File: src/rtl/coreabc_ram_pkg.sv
// CoreABC RAM shared types: FSM states, read-path select codes
// and the counter-width helper.
package coreabc_ram_pkg;

   typedef enum logic {
      ST_CLEAR = 1'b0,
      ST_RUN   = 1'b1
   } state_t;

   typedef enum logic [1:0] {
      SEL_ZERO = 2'd0,
      SEL_MEM  = 2'd1,
      SEL_BYP  = 2'd2
   } rsel_t;

   function automatic int CLOG2(input int n);
      int r;
      int v;
      r = 0;
      v = n - 1;
      while (v > 0) begin
         r = r + 1;
         v = v >> 1;
      end
      return r;
   endfunction

endpackage

File: src/rtl/coreabc_ram_sdp_array.sv
// Plain inferred storage: one write port, one registered read port.
// No reset, so synthesis maps it straight onto block RAM.
module coreabc_ram_sdp_array #(
   parameter int DW    = 8,
   parameter int AW    = 7,
   parameter int DEPTH = 128
) (
   input  logic          clk,
   input  logic          we,
   input  logic [AW-1:0] wa,
   input  logic [DW-1:0] wd,
   input  logic          re,
   input  logic [AW-1:0] ra,
   output logic [DW-1:0] q
);

   logic [DW-1:0] mem [DEPTH];

   always_ff @(posedge clk) begin
      if (we) mem[wa] <= wd;
      if (re) q <= mem[ra];
   end

endmodule

File: src/rtl/coreabc_ram_sdp_param.sv
// Parametrised SDP RAM: zero-fill sequencer, range checks, write-first
// bypass, optional output register and read-valid pipeline.
module coreabc_ram_sdp_param
   import coreabc_ram_pkg::*;
#(
   parameter int DATA_WIDTH = 8,
   parameter int ADDR_WIDTH = 7,
   parameter int DEPTH      = 128,
   parameter int OUT_REG    = 0,
   parameter int INIT_CLEAR = 1
) (
   input  logic                  CLK,
   input  logic                  RESET,
   input  logic                  CLR,
   input  logic                  WEN,
   input  logic [ADDR_WIDTH-1:0] WADDR,
   input  logic [DATA_WIDTH-1:0] WD,
   input  logic                  REN,
   input  logic [ADDR_WIDTH-1:0] RADDR,
   output logic [DATA_WIDTH-1:0] RD,
   output logic                  RVALID,
   output logic                  BUSY
);

   localparam int CW = (DEPTH > 1) ? CLOG2(DEPTH) : 1;
   localparam logic [ADDR_WIDTH:0] LIM = (ADDR_WIDTH+1)'(DEPTH);
   localparam logic [CW-1:0] LAST = CW'(DEPTH - 1);

   state_t st;
   state_t st_nx;
   logic [CW-1:0] cnt;

   logic run;
   logic wr_ok;
   logic rd_ok;
   logic rd_go;
   logic col;

   logic                  mwe;
   logic                  mre;
   logic [ADDR_WIDTH-1:0] mwa;
   logic [DATA_WIDTH-1:0] mwd;
   logic [DATA_WIDTH-1:0] q;

   logic                  v1;
   rsel_t                 rsel;
   logic [DATA_WIDTH-1:0] byp;
   logic [DATA_WIDTH-1:0] rd1;

   always_ff @(posedge CLK or posedge RESET) begin
      if (RESET) st <= (INIT_CLEAR != 0) ? ST_CLEAR : ST_RUN;
      else       st <= st_nx;
   end

   always_comb begin
      st_nx = st;
      unique case (st)
         ST_CLEAR: if (!CLR && cnt == LAST) st_nx = ST_RUN;
         ST_RUN:   if (CLR) st_nx = ST_CLEAR;
         default:  st_nx = ST_CLEAR;
      endcase
   end

   always_comb begin
      BUSY  = (st == ST_CLEAR);
      run   = !BUSY;
      wr_ok = run && WEN && ({1'b0, WADDR} < LIM);
      rd_ok = ({1'b0, RADDR} < LIM);
      rd_go = run && REN && !CLR;
      col   = wr_ok && rd_ok && (WADDR == RADDR);
      mwe   = BUSY || wr_ok;
      mwa   = BUSY ? ADDR_WIDTH'(cnt) : WADDR;
      mwd   = BUSY ? '0 : WD;
      mre   = rd_go && rd_ok && !col;
   end

   // CLR while clearing restarts the fill from location 0
   always_ff @(posedge CLK or posedge RESET) begin
      if (RESET) begin
         cnt <= '0;
      end else if (st == ST_CLEAR) begin
         cnt <= (CLR || cnt == LAST) ? '0 : cnt + 1'b1;
      end else begin
         cnt <= '0;
      end
   end

   coreabc_ram_sdp_array #(
      .DW    (DATA_WIDTH),
      .AW    (ADDR_WIDTH),
      .DEPTH (DEPTH)
   ) u_array (
      .clk (CLK),
      .we  (mwe),
      .wa  (mwa),
      .wd  (mwd),
      .re  (mre),
      .ra  (RADDR),
      .q   (q)
   );

   // Select is only updated on an accepted read, so RD holds between reads
   always_ff @(posedge CLK or posedge RESET) begin
      if (RESET) begin
         v1   <= 1'b0;
         rsel <= SEL_ZERO;
         byp  <= '0;
      end else begin
         v1 <= rd_go;
         if (rd_go) begin
            unique case (1'b1)
               !rd_ok:  rsel <= SEL_ZERO;
               col:     rsel <= SEL_BYP;
               default: rsel <= SEL_MEM;
            endcase
            if (col) byp <= WD;
         end
      end
   end

   always_comb begin
      unique case (rsel)
         SEL_MEM: rd1 = q;
         SEL_BYP: rd1 = byp;
         default: rd1 = '0;
      endcase
   end

   generate
      if (OUT_REG != 0) begin : g_oreg
         logic                  drop;
         logic [DATA_WIDTH-1:0] rd_q;
         logic                  rv_q;

         assign drop = run && CLR;

         always_ff @(posedge CLK or posedge RESET) begin
            if (RESET) begin
               rd_q <= '0;
               rv_q <= 1'b0;
            end else begin
               if (v1 && !drop) rd_q <= rd1;
               rv_q <= v1 && !drop;
            end
         end

         assign RD     = rd_q;
         assign RVALID = rv_q;
      end else begin : g_nreg
         assign RD     = rd1;
         assign RVALID = v1;
      end
   endgenerate

endmodule
File: config.mk
export PLATFORM = sky130hd
export DESIGN_NAME = coreabc_ram_sdp_param
export DESIGN_NICKNAME = d
export VERILOG_FILES = /design/src/rtl/coreabc_ram_pkg.sv /design/src/rtl/coreabc_ram_sdp_array.sv /design/src/rtl/coreabc_ram_sdp_param.sv
export SDC_FILE = /design/constraint.sdc
export NUM_CORES = 1
export LEC_CHECK = 0
export CAP_MARGIN = 15
export CORE_ASPECT_RATIO = 0.5
export CORE_MARGIN = 2
export CORE_UTILIZATION = 50
export DETAILED_ROUTE_END_ITERATION = 8
export PLACE_DENSITY_LB_ADDON = 0.08
export SLEW_MARGIN = 20
export SYNTH_ARGS = -nofsm -noshare
export SYNTH_HDL_FRONTEND = slang
export SYNTH_HIERARCHICAL = 1
export SYNTH_SLANG_ARGS = --single-unit
export TNS_END_PERCENT = 50
File: constraint.sdc
create_clock -name CLK -period 3.95 [get_ports CLK]
set_clock_uncertainty 0.2 [all_clocks]
set_input_delay 0.5925 -clock CLK [delete_from_list [all_inputs] [get_ports CLK]]
set_output_delay 0.5925 -clock CLK [all_outputs]
set_load 0.005 [all_outputs]
==> impl_metrics.csv <==
group,metric,value,unit
synthesis,synth_area_in_simple_gates,2.18,%
timing,fmax,0.302,GHz
route,route.detailed.wl_per_inst,30.9,um
floorplan,boundaryPins,37,
power,power.static_leakage,15.9,nW
timing,finalCritPeriodShare,83.9,%
cells_and_area,final_common_cell,"sky130_fd_sc_hd__edfxtp_1",
placement,dp_hpwl,63.3,mm
cells_and_area,synthToLayoutAreaGrowth,14.7,%
global_route,grt_most_used_layer,"met2",
timing,report.final.hold_viol_count,0,
global_route,use_met3,5.53,%
clock_tree,clock_path_buffers,3,
cells_and_area,mostFrequentLayoutCells,"sky130_fd_sc_hd__edfxtp_1, sky130_fd_sc_hd__mux4_2, sky130_fd_sc_hd__buf_4",
synthesis,nets_in_the_synthesized_netlist,1775,
route,ant_nets,0,
clock_tree,cts_tree,"yes",
timing,slew_viol_final,0,
power,power_per_cell_area,468,nW/um2
synthesis,synth-seq-cells,1051,
clock_tree,cts.reportedPaths.clkPinSlew,0.07,ns
synthesis,syn_area_per_cell,23.4,um2
synthesis,synth_compound_gate_area_share,0.257,%
route,via_count,19151,
setup_path,worst-path-max-fanout,21,
clock_tree,holdBufCountCts,0,
timing,hold_ws,0.299,ns
clock_tree,post-cts-setup-buffer-count,0,
route,drc,0,
floorplan,initial_core_util,50.3,%
global_route,remaining_global_route_overflow,0,
synthesis,syn_area,40900,um2
global_route,groute.usage.overall,23.7,%
floorplan,floorplan.die.height,206,um
global_route,met1_usage,35.6,%
synthesis,arithmetic_cell_share_of_the_synthesized_area_counting_full_adders_half_adders_and_majority_gates,0.0919,%
global_route,first_global_vias,19246,
clock_tree,cts_sinks,1051,
floorplan,core_area,81300,um2
clock_tree,cts-root-buf,"sky130_fd_sc_hd__clkbuf_16",
placement,buffer_ports.inserted,36,
global_route,grt_use_met2,36.3,%
setup_path,endpoint_kind,"flop",
synthesis,synth.yosys.warnings,6,
route,finalWirelength,97.1,mm
floorplan,rows,74,
hold_path,min-delay-path-class,"primary input to async pin",
synthesis,xor_xnor_cell_area_share_of_the_yosys_netlist,0.214,%
clock_tree,insertion_delay,0.67,ns
cells_and_area,drive_gt1_share,33.8,%
run_status,run_status,"completed",
route,avgViaCountPerCell,6.10,
floorplan,fp.dieArea,84200,um2
placement,gp_routability_congestion,0.843,
run,max-cap-violations,0,
clock_tree,cts_max_level,3,
setup_path,cp_data_required_time,4.05,ns
setup_path,timing_worst_setup_path_type,"flop to flop",
floorplan,die_x,408,um
synthesis,synthMuxAreaShare,19.2,%
timing,timing.final.crit_period,3.31,ns
setup_path,worstSetupStartpointType,"flop",
global_route,grt_first_pass_wirelength,140,mm
timing,grt_setup_unrepaired,"false",
setup_path,arrival,3.42,ns
synthesis,seq_total_area_yosys,77.0,%
cells_and_area,n_antenna_cell,0,
synthesis,synth_top_family_by_area,"multiplexers",
power,vdd_ir_drop_max,0.000321,V
clock_tree,post_cts_resized,0,
timing,setup_total_negative_slack,0,ns
route,detailedRoute.firstPassIterationCount,5,
clock_tree,cts_made_buffers,89,
cells_and_area,layout.nets,2001,
timing,max_slew.worst_pin.slew,0.910,ns
timing,worst_slew_margin_rel,39.1,%
global_route,grt_max_degree,120,
synthesis,synth_cell_types,30,
timing,finalSetupViolations,0,
synthesis,postSynthCellCount,1745,
route,detailedRoute.firstIterationViolations,2437,
global_route,grt_antenna_before_repair,7,
final timing paths:
check	cells past startpoint	endpoint	slack, ns	from
setup / recovery	4	u_array/mem[17][2]$_DFFE_PP_	0.64	run$_DFF_PP0_
min in group CLK	1	byp[6]$_DFFE_PP0P_	0.31	byp[6]$_DFFE_PP0P_
hold / removal	2	RVALID$_DFF_PP0_	0.30	RESET
setup reg to reg	4	u_array/mem[17][2]$_DFFE_PP_	0.64	run$_DFF_PP0_
hold reg to reg	1	byp[6]$_DFFE_PP0P_	0.31	byp[6]$_DFFE_PP0P_
max in group asynchronous	2	cnt[2]$_DFF_PP0_	2.74	RESET
flip-flops by register name, summed over array words and instances, names as in the netlist:
register	cells
u_array/q	8
RVALID	1
run	1
byp	8
u_array/mem	1024
rsel	2
cnt	7
synth_stat cells, drive strengths merged:
library cell  number  area share [%]
nor2b              7            0.11
buf               46            0.59
nand2b             3           0.046
or3                1           0.015
nand3b             1           0.018
xor2               4           0.086
nand3             15            0.18
a21o               1           0.021
nor4               1           0.052
ha                 3           0.092
inv                7           0.064
clkbuf            48            0.44
and2               8            0.12
mux2              23            0.63
a21oi              2           0.024
nand2             16            0.15
nor3              10            0.12
edfxtp          1032              76
and3               2           0.031
mux4             336              19
xnor2              6            0.13
a211o              2           0.043
nand4              3           0.046
dfrtp             19             1.2
nor2             140             1.3
a22oi              8            0.15
o2111ai            1           0.021
per-stage QoR:
| step | std cells | cell area, um2 | power [W] | setup slack, ns | utilization (%) |
|---|---|---|---|---|---|
| floorplan | 1745 | 40900 | 0.0129 | 0.514 | - |
| global placement | 2982 | 44000 | 0.0133 | 0.211 | 54.1 |
| detailed placement | 2982 | 44000 | 0.0133 | 0.197 | 54.1 |
| CTS | 3142 | 46900 | 0.0221 | 0.699 | 57.6 |
| global route | 3142 | 46900 | 0.0225 | 0.504 | 57.6 |
| finish | 3142 | 46900 | 0.0219 | 0.635 | 57.6 |
logic make-up (layout without fill, tap and decap cells):
kind of cell	count (synthesis)	after routing
DFF	1051	1051
xor gates and xnor gates	10	10
and+or+nand+nor	207	207
adders and majority gates	3	3
AOI/OAI and AO/OA	14	14
muxes	359	359
buffers and inverters	101	396
worst max-delay path, cell delays in order, from the launching register on:
cell and delay, ns:
sky130_fd_sc_hd__dfrtp_1 0.85, sky130_fd_sc_hd__mux2_2 0.49, sky130_fd_sc_hd__nor2b_1 0.32, sky130_fd_sc_hd__nand2_1 0.36, sky130_fd_sc_hd__nor2_1 0.71
power by group:
| group | total, W | internal (W) | switching (W) |
|---|---|---|---|
| combinational | 0.000998 | 0.000479 | 0.000519 |
| sequential | 0.0121 | 0.0121 | 0.00000945 |
| clock | 0.00882 | 0.00492 | 0.00390 |
| total | 0.0219 | 0.0175 | 0.00442 |
cell type report:
cell class / count / area, um2
clock inverter: 47 / 494
timing repair buffer: 229 / 2150
tap: 1102 / 1380
clock buffer: 113 / 2380
sequential: 1051 / 31500
inverter: 7 / 26.3
multi-input combinational: 593 / 8970
fill: 5875 / 34400
metal layers:
metal,vias up,wire [um]
met5,-,9
met4,2,1380
met3,105,7930
met2,731,44900
met1,10467,42800
li1,7846,-
Power figures use the tool's default switching activity.
